[config.mk]
export PLATFORM = sky130hd
export DESIGN_NAME = conv_output_accum_ctrl
export DESIGN_NICKNAME = d
export VERILOG_FILES = /design/src/rtl/conv_output_accum_ctrl_pkg.sv /design/src/rtl/conv_acc_pipe_tracker.sv /design/src/rtl/conv_output_accum_ctrl.sv
export SDC_FILE = /design/constraint.sdc
export NUM_CORES = 1
export LEC_CHECK = 0
export ABC_CLOCK_PERIOD_IN_PS = 2250
export BUFFER_PORTS_ARGS = -buffer_cell sky130_fd_sc_hd__buf_2
export CAP_MARGIN = 20
export CORE_MARGIN = 1.5
export CORE_UTILIZATION = 47
export CTS_BUF_LIST = sky130_fd_sc_hd__clkbuf_8
export DETAILED_ROUTE_END_ITERATION = 6
export PLACE_DENSITY = 0.79
export SLEW_MARGIN = 20
export SYNTH_ARGS = -nofsm -noshare
export SYNTH_HDL_FRONTEND = slang
export SYNTH_SLANG_ARGS = --single-unit
[constraint.sdc]
create_clock -name clk -period 2.25 [get_ports clk]
set_clock_uncertainty 0.1 [all_clocks]
set_input_delay 0.45 -clock clk [delete_from_list [all_inputs] [get_ports clk]]
set_output_delay 0.45 -clock clk [all_outputs]
set_load 0.005 [all_outputs]
[src/rtl/conv_output_accum_ctrl_pkg.sv]
// Shared definitions for the 1DCONV output accumulation sequencer:
// FSM state encoding, default geometry and datapath latencies.
package conv_output_accum_ctrl_pkg;

  localparam int NUM_BRAMS_DEF  = 16;
  localparam int ADDR_WIDTH_DEF = 10;
  localparam int PASS_W_DEF     = 8;

  // BRAM read data appears one cycle after the read address; the BRAM
  // block then registers it once more before it reaches the drain output.
  localparam int BRAM_RD_LAT = 1;
  localparam int OUT_REG_LAT = 1;
  localparam int DRAIN_LAT   = BRAM_RD_LAT + OUT_REG_LAT;

  typedef enum logic [2:0] {
    ST_IDLE,
    ST_CLR,
    ST_BIAS,
    ST_ACC,
    ST_DRAIN,
    ST_DONE
  } state_t;

  // A job needs 1..2**addr_width words per lane and at least one pass.
  function automatic logic cfg_is_legal(input int unsigned len,
                                        input int unsigned passes,
                                        input int unsigned addr_width);
    return (len != 0) && (len <= (32'd1 << addr_width)) && (passes != 0);
  endfunction

endpackage

[src/rtl/conv_acc_pipe_tracker.sv]
// Tracks accepted systolic beats through the read (T), add (T+1) and
// write (T+2) stages of the accumulate micro-pipeline and decides when
// the next beat may be accepted without a read-after-write hazard.
module conv_acc_pipe_tracker
  import conv_output_accum_ctrl_pkg::*;
#(
  parameter int ADDR_WIDTH = ADDR_WIDTH_DEF
) (
  input  logic                  clk,
  input  logic                  rst,
  input  logic                  window,
  input  logic                  single,
  input  logic                  issue,
  input  logic [ADDR_WIDTH-1:0] issue_addr,
  input  logic                  issue_clr,
  output logic                  ready,
  output logic                  s1_valid,
  output logic                  s1_clr,
  output logic                  s2_valid,
  output logic [ADDR_WIDTH-1:0] s2_addr
);

  logic [ADDR_WIDTH-1:0] s1_addr;

  // A beat in its add stage blocks acceptance (one beat per two cycles).
  // With a single-word lane the next read targets the word still being
  // written, so the write stage must also drain first.
  assign ready = window & ~s1_valid & ~(single & s2_valid);

  // Advance the T+1 / T+2 stage registers every cycle.
  always_ff @(posedge clk) begin
    if (rst) begin
      s1_valid <= 1'b0;
      s1_addr  <= '0;
      s1_clr   <= 1'b0;
      s2_valid <= 1'b0;
      s2_addr  <= '0;
    end else begin
      s1_valid <= issue;
      s1_addr  <= issue_addr;
      s1_clr   <= issue & issue_clr;
      s2_valid <= s1_valid;
      s2_addr  <= s1_addr;
    end
  end

endmodule

[src/rtl/conv_output_accum_ctrl.sv]
// Sequencer for the 16-lane output BRAM block in 1DCONV mode: optional
// bias preload, read-add-write accumulation over several systolic passes,
// then an ordered drain of every word. Only control signals pass through
// here; bias and systolic data go straight to the BRAM block.
module conv_output_accum_ctrl
  import conv_output_accum_ctrl_pkg::*;
#(
  parameter int NUM_BRAMS  = NUM_BRAMS_DEF,
  parameter int ADDR_WIDTH = ADDR_WIDTH_DEF,
  parameter int PASS_W     = PASS_W_DEF
) (
  input  logic                  clk,
  input  logic                  rst,
  input  logic                  start,
  input  logic [ADDR_WIDTH:0]   cfg_len,
  input  logic [PASS_W-1:0]     cfg_passes,
  input  logic                  cfg_bias_en,
  input  logic                  bias_in_valid,
  output logic                  bias_in_ready,
  input  logic                  sys_valid,
  output logic                  sys_ready,
  output logic                  conv_mode,
  output logic                  ext_read_mode,
  output logic                  input_bias,
  output logic [NUM_BRAMS-1:0]  bias_ena,
  output logic [NUM_BRAMS-1:0]  bias_wea,
  output logic [ADDR_WIDTH-1:0] bias_addr,
  output logic [ADDR_WIDTH-1:0] conv_output_addr_wr,
  output logic [ADDR_WIDTH-1:0] conv_output_addr_rd,
  output logic [NUM_BRAMS-1:0]  conv_ena_output,
  output logic [NUM_BRAMS-1:0]  conv_wea_output,
  output logic [NUM_BRAMS-1:0]  conv_enb_output,
  output logic                  conv_en_reg_adder,
  output logic                  conv_out_new_val_sign,
  output logic                  conv_output_systolic_reg_rst,
  output logic                  conv_output_adder_reg_rst,
  output logic                  conv_output_bram_dest,
  output logic                  drain_valid,
  output logic                  drain_last,
  output logic                  busy,
  output logic                  done,
  output logic                  err_cfg
);

  // One extra bit so a full 2**ADDR_WIDTH lane length is representable.
  localparam int CNT_W = ADDR_WIDTH + 1;

  state_t              state, state_nxt;
  logic [CNT_W-1:0]    len_q;
  logic [PASS_W-1:0]   passes_q;
  logic                bias_en_q;
  logic [CNT_W-1:0]    addr_cnt;
  logic [PASS_W-1:0]   pass_cnt;

  logic [CNT_W-1:0]    last_addr;
  logic                at_last;
  logic                all_issued;
  logic                acc_window;
  logic                drain_issue;
  logic                cfg_legal;
  logic                issue_clr;
  logic                pipe_ready;
  logic                sys_accept;
  logic                bias_accept;

  logic                s1_valid, s1_clr, s2_valid;
  logic [ADDR_WIDTH-1:0] s2_addr;

  logic [DRAIN_LAT-1:0] dv_pipe;
  logic [DRAIN_LAT-1:0] dl_pipe;

  assign cfg_legal   = cfg_is_legal(32'(cfg_len), 32'(cfg_passes), ADDR_WIDTH);
  assign last_addr   = len_q - CNT_W'(1);
  assign at_last     = (addr_cnt == last_addr);
  assign all_issued  = (pass_cnt == passes_q);
  assign acc_window  = (state == ST_ACC) && !all_issued;
  assign drain_issue = (state == ST_DRAIN) && (addr_cnt != len_q);
  // Without a bias preload, pass 0 must ignore whatever the BRAM held.
  assign issue_clr   = !bias_en_q && (pass_cnt == '0);

  // Handshake readies are forced low while reset is held so nothing is
  // accepted (and no BRAM write is started) during an abort.
  assign sys_ready     = pipe_ready & ~rst;
  assign bias_in_ready = (state == ST_BIAS) & ~rst;
  assign sys_accept    = sys_valid & sys_ready;
  assign bias_accept   = bias_in_valid & bias_in_ready;

  assign conv_mode     = 1'b0;
  assign ext_read_mode = 1'b0;

  conv_acc_pipe_tracker #(
    .ADDR_WIDTH (ADDR_WIDTH)
  ) u_pipe (
    .clk        (clk),
    .rst        (rst),
    .window     (acc_window),
    .single     (len_q == CNT_W'(1)),
    .issue      (sys_accept),
    .issue_addr (addr_cnt[ADDR_WIDTH-1:0]),
    .issue_clr  (issue_clr),
    .ready      (pipe_ready),
    .s1_valid   (s1_valid),
    .s1_clr     (s1_clr),
    .s2_valid   (s2_valid),
    .s2_addr    (s2_addr)
  );

  // State register.
  always_ff @(posedge clk) begin
    // NOTE: sequential state uses non-blocking assignments so every flop
    // samples pre-edge values regardless of block evaluation order.
    if (rst) state <= ST_IDLE;
    else     state <= state_nxt;
  end

  // Next-state decode.
  always_comb begin
    // NOTE: the default is assigned first so every path drives state_nxt
    // and no latch is inferred.
    state_nxt = state;
    unique case (state)
      ST_IDLE:  if (start && cfg_legal) state_nxt = ST_CLR;
      ST_CLR:   state_nxt = bias_en_q ? ST_BIAS : ST_ACC;
      ST_BIAS:  if (bias_accept && at_last) state_nxt = ST_ACC;
      // Leave only once the final beat is in its write stage.
      ST_ACC:   if (all_issued && !s1_valid) state_nxt = ST_DRAIN;
      // Finish once the last drained word has been presented.
      ST_DRAIN: if (dv_pipe[DRAIN_LAT-1] && dl_pipe[DRAIN_LAT-1]) state_nxt = ST_DONE;
      ST_DONE:  state_nxt = ST_IDLE;
      default:  state_nxt = ST_IDLE;
    endcase
  end

  // Configuration capture plus address and pass counters.
  always_ff @(posedge clk) begin
    if (rst) begin
      len_q     <= '0;
      passes_q  <= '0;
      bias_en_q <= 1'b0;
      addr_cnt  <= '0;
      pass_cnt  <= '0;
    end else begin
      unique case (state)
        ST_IDLE: begin
          if (start && cfg_legal) begin
            len_q     <= cfg_len;
            passes_q  <= cfg_passes;
            bias_en_q <= cfg_bias_en;
          end
          addr_cnt <= '0;
          pass_cnt <= '0;
        end
        ST_BIAS: begin
          if (bias_accept) addr_cnt <= at_last ? '0 : addr_cnt + CNT_W'(1);
        end
        ST_ACC: begin
          if (sys_accept) begin
            if (at_last) begin
              addr_cnt <= '0;
              pass_cnt <= pass_cnt + PASS_W'(1);
            end else begin
              addr_cnt <= addr_cnt + CNT_W'(1);
            end
          end
        end
        ST_DRAIN: begin
          if (drain_issue) addr_cnt <= addr_cnt + CNT_W'(1);
        end
        ST_DONE: addr_cnt <= '0;
        default: ;
      endcase
    end
  end

  // Drain delay line matching BRAM read latency plus the output register.
  always_ff @(posedge clk) begin
    if (rst) begin
      dv_pipe <= '0;
      dl_pipe <= '0;
    end else begin
      dv_pipe <= {dv_pipe[DRAIN_LAT-2:0], drain_issue};
      dl_pipe <= {dl_pipe[DRAIN_LAT-2:0], drain_issue & at_last};
    end
  end

  // BRAM-block control decode; everything is quiet while reset is held.
  always_comb begin
    input_bias                   = (state == ST_BIAS);
    bias_ena                     = {NUM_BRAMS{bias_accept}};
    bias_wea                     = {NUM_BRAMS{bias_accept}};
    bias_addr                    = (state == ST_BIAS) ? addr_cnt[ADDR_WIDTH-1:0] : '0;
    conv_enb_output              = {NUM_BRAMS{sys_accept | drain_issue}};
    conv_output_addr_rd          = (sys_accept | drain_issue) ? addr_cnt[ADDR_WIDTH-1:0] : '0;
    conv_out_new_val_sign        = sys_accept;
    conv_en_reg_adder            = s1_valid;
    conv_ena_output              = {NUM_BRAMS{s2_valid}};
    conv_wea_output              = {NUM_BRAMS{s2_valid}};
    conv_output_addr_wr          = s2_valid ? s2_addr : '0;
    conv_output_systolic_reg_rst = (state == ST_CLR);
    conv_output_adder_reg_rst    = (state == ST_CLR) ||
                                   ((state == ST_ACC) && (issue_clr || s1_clr));
    conv_output_bram_dest        = (state == ST_DRAIN);
    drain_valid                  = dv_pipe[DRAIN_LAT-1];
    drain_last                   = dl_pipe[DRAIN_LAT-1];
    busy                         = (state != ST_IDLE);
    done                         = (state == ST_DONE);
    err_cfg                      = (state == ST_IDLE) && start && !cfg_legal;
    if (rst) begin
      input_bias                   = 1'b0;
      bias_ena                     = '0;
      bias_wea                     = '0;
      bias_addr                    = '0;
      conv_enb_output              = '0;
      conv_output_addr_rd          = '0;
      conv_out_new_val_sign        = 1'b0;
      conv_en_reg_adder            = 1'b0;
      conv_ena_output              = '0;
      conv_wea_output              = '0;
      conv_output_addr_wr          = '0;
      conv_output_systolic_reg_rst = 1'b1;
      conv_output_adder_reg_rst    = 1'b1;
      conv_output_bram_dest        = 1'b0;
      drain_valid                  = 1'b0;
      drain_last                   = 1'b0;
      busy                         = 1'b0;
      done                         = 1'b0;
      err_cfg                      = 1'b0;
    end
  end

endmodule

==> results.md <==
* First-pass GRT wire length at roughly 19000 microns
* P_sw at 1.72 mW
* Seq/Total Area, Yosys at between 30% and 40%
* Critical path cell sequence: buf_4, xnor2_4, nand4_4, nor3_4, nand2b_4, nand2_4, and2_1, buf_2
* Final Wtd Congestion at 0.920
* Util after Layout at 68.8%
* CP endpoint kind: output pin
* Post-synthesis cell type count at 63
* Part of the power in the clock network at approximately 22%
* Row count at 34
* Fraction of synthesized area in multiplexers at 5.12%
* Die area at just under 0.01 sq mm
* Ports at 150
* Num CTS Buffers at 9
* Drt total wl at ~13000 microns
* Post-route clock period utilization at 119%
* Pleak at 2.96 nW
* DPL Wire Length at 7920 microns
* CTS tree: done
* CTS Sinks at slightly below 70
* Final nets at 686
* Post-Synth XOR/XNOR Area at under 10%
* Area growth syn-to-layout at 40.9%
* CP max-delay cell: dfxtp_4
* Reg clk slew, reported paths at 80 ps
* Switching fraction of total power at 36.8%
* Iter 0 DRT Violations at 189
* Worst r2r dst: addr_cnt[2]
* Max-cap violations at 0
* Vias per inst at around 5.3
* Critical Path RT at approximately 1700 ps
* Worst R2R Start: len_q[1]
* I/O Buffers at 147
* PD cells at 771 mW/mm^2
* Area contributors post-synth: dfxtp_1 (32%), buf_4 (14%), mux2i_1 (5.1%)
* CTS H-tree lvls at 3
* Global-route usage over all layers at 24.3%
* Area fraction of the dominant cell type after synthesis at 32.1%
* Final setup fails at 48
* Overflow after GRT at 0
* Final hold vios at 0
* EDFF count, synth at 0
* VDD IR max at 0.000464 V
* Via count at 4088
* Synthesized netlist cell count at 509
* Simple-Gate Fraction of Synth Area at between 20% and 30%
* Filler cell count at 653
* Core area at 0.00881 sq mm
* Hold endpoint: bias_en_q
* Non-Filler Instances at 769
* Seq cells post-synth at 69
* Hold Startpoint: cfg_bias_en
* Initial Util at 48.8%
* Crit path max fanout at 8
* Largest family of logic cells by synthesized area: simple AND/OR/NAND/NOR gates
* Synth Area in Adders at 1.45%
* Total power at roughly 4.7 mW
* Die Y at 98.7 microns
* Status: finished, violations left
* Setup Crit Path Kind: flip-flop to output pin
* Clock latency on the worst-skew pair at 360 ps
* Syn. warnings at 0
* Final min period at 2680 ps
* P_int at 2.95 mW
* Area leader, netlist: dfxtp_1
* Root Buffer: clkbuf_8
* Largest net degree at the start of global routing at 43
* Compound-Gate Fraction of Synth Area at 7.48%
* Cells on Worst Hold Path at 3
* Startpoint Class: flip-flop
* Pre-antenna DRT Iters at 7
* Most common cell in the netlist: buf_4
* Worst path max stage delay at 380 ps
* Final hold slack at roughly 240 ps
* Async SR Flop Fraction at 0%
* Die width at just under 100 microns
* Failing checks: design-rule violations, negative setup slack
* Comb power frac at between 40% and 50%
* Worst hold path class: input pin to flip-flop
* Unrepaired setup endpoints after global routing: true
* Total negative slack at -15960 ps
* Detail Route Antenna Nets at 0
* Top cells by count, synth: buf_4 (80), dfxtp_1 (69), nor2_1 (49), and2_1 (34), nor2b_1 (29)
* Flop2flop setup slack at -310 ps
* Final setup margin at -434 ps
* Routed wire length per instance at 16.4 microns
* Placed Cells at 728
* Critical path's top delay family: simple AND/OR/NAND/NOR gates
* Critical Path AT at 2130 ps
* Avg Cell Area, Syn at 8.45 sq um
* Clock Tree Buf Depth at 2
* Fraction of layout cells with a size suffix above 1 at 52.2%
* Worst path bufs/invs at 2
* Drt drc at 18
* Inserted Diodes at 0
* Initial antenna violation count at 0
* Slew Viols, Final at 0
* Vias in the first global route at 3777
* Fmax at between 300 and 400 MHz
* Main flop type after synthesis: dfxtp_1
* Post-Syn Area at 0.00430 sq mm
* Cts hold-fix bufs at 0
* Flop pwr share at 30.5%
* Worst Reg-to-Reg Cells at 12
## final cells by class
cell class              count  area, sq um  area share (%)
clock inverters             6         55.1           0.908
clock buffers              10          138            2.27
well taps                 108          135            2.23
flip-flops and latches     69         1410            23.2
repair buffers            238         1650            27.2
inverters                  11         47.5           0.784
multi-input cells         327         2630            43.4
## per-layer routing
layer | routed length, microns | global-route usage [%]
met4 | 372 | 9.56
met1 | 4940 | 27.9
met2 | 6540 | 44.2
met5 | 0 | 0
met3 | 735 | 5.18
## power by group through the flow
stage               clock, mW  combinational (mW)  sequential (mW)
CTS                      1.02                2.04             1.41
finish                   1.01                2.23             1.43
floorplan                   0                1.20             1.40
global placement            0                1.69             1.42
global route             1.09                2.37             1.44
detailed placement          0                1.73             1.42
## state kept, by name, summed over array words and instances, names as in the netlist, 2 cells and up
name	flops
state	3
len_q	11
dv_pipe	2
addr_cnt	11
u_pipe.s2_addr	10
pass_cnt	8
dl_pipe	2
u_pipe.s1_addr	10
passes_q	8
## stage by stage
stage	setup WS (ps)	area, sq um
after floorplan	-33.4	4360
after global placement	-187	5060
after detailed placement	-226	5060
after CTS	-349	5780
after global routing	-495	6060
final	-434	6060
## how the worst max path moves through the flow
| stage | startpoint | slack (ps) | end | cells past startpoint |
|---|---|---|---|---|
| 5_1_grt | len_q[3] | -500 | conv_output_addr_rd[5] | 8 |
| 3_5_place_dp | len_q[0] | -230 | pass_cnt[3] | 10 |
| 4_1_cts | len_q[1] | -350 | conv_output_addr_rd[5] | 10 |
| 2_1_floorplan | len_q[1] | -30 | addr_cnt[0] | 10 |
| 3_3_place_gp | len_q[1] | -190 | pass_cnt[5] | 10 |
| 6_report | len_q[3] | -430 | conv_output_addr_rd[5] | 8 |
## repair_timing
action	4_1_cts	5_1_grt
setup endpoints to repair	85	94
cloned	3	1
setup buffers	13	10
pin swaps	39	11
gates resized for setup	83	56
## cells in the final DEF, fill, tap and decap left out, drive strengths merged, types with 3 or more instances in the layout
master | synthesis | routed
nand2 | 17 | 18
o21ai | 12 | 12
a21oi | 16 | 16
and3 | 6 | 6
nand3 | 15 | 15
and2 | 34 | 35
nor2b | 29 | 29
clkbuf | 15 | 10
or3 | 7 | 7
dfxtp | 69 | 69
nor4 | 15 | 15
clkinv | 1 | 3
nor2 | 50 | 50
or2 | 3 | 3
a21o | 3 | 3
buf | 90 | 238
xor2 | 12 | 12
nor3b | 3 | 3
mux2i | 22 | 22
nand4 | 10 | 10
ha | 5 | 5
xnor2 | 24 | 24
inv | 10 | 12
nor3 | 13 | 13
## tightest hold or removal path, stage by stage
cell,delay [ps]
buf_2,80
mux2i_1,50
nor2_1,70
## logic make-up (layout without fill, tap and decap cells)
| kind of cell | after synthesis | count (layout) |
|---|---|---|
| and+or+nand+nor | 214 | 216 |
| buffers and inverters | 116 | 265 |
| DFF | 69 | 69 |
| AOI/OAI and AO/OA | 46 | 46 |
| xor gates and xnor gates | 36 | 36 |
| muxes | 22 | 22 |
| adders and majority gates | 5 | 5 |
| other | 1 | 2 |
No activity file was read; power rests on OpenSTA's default activity.
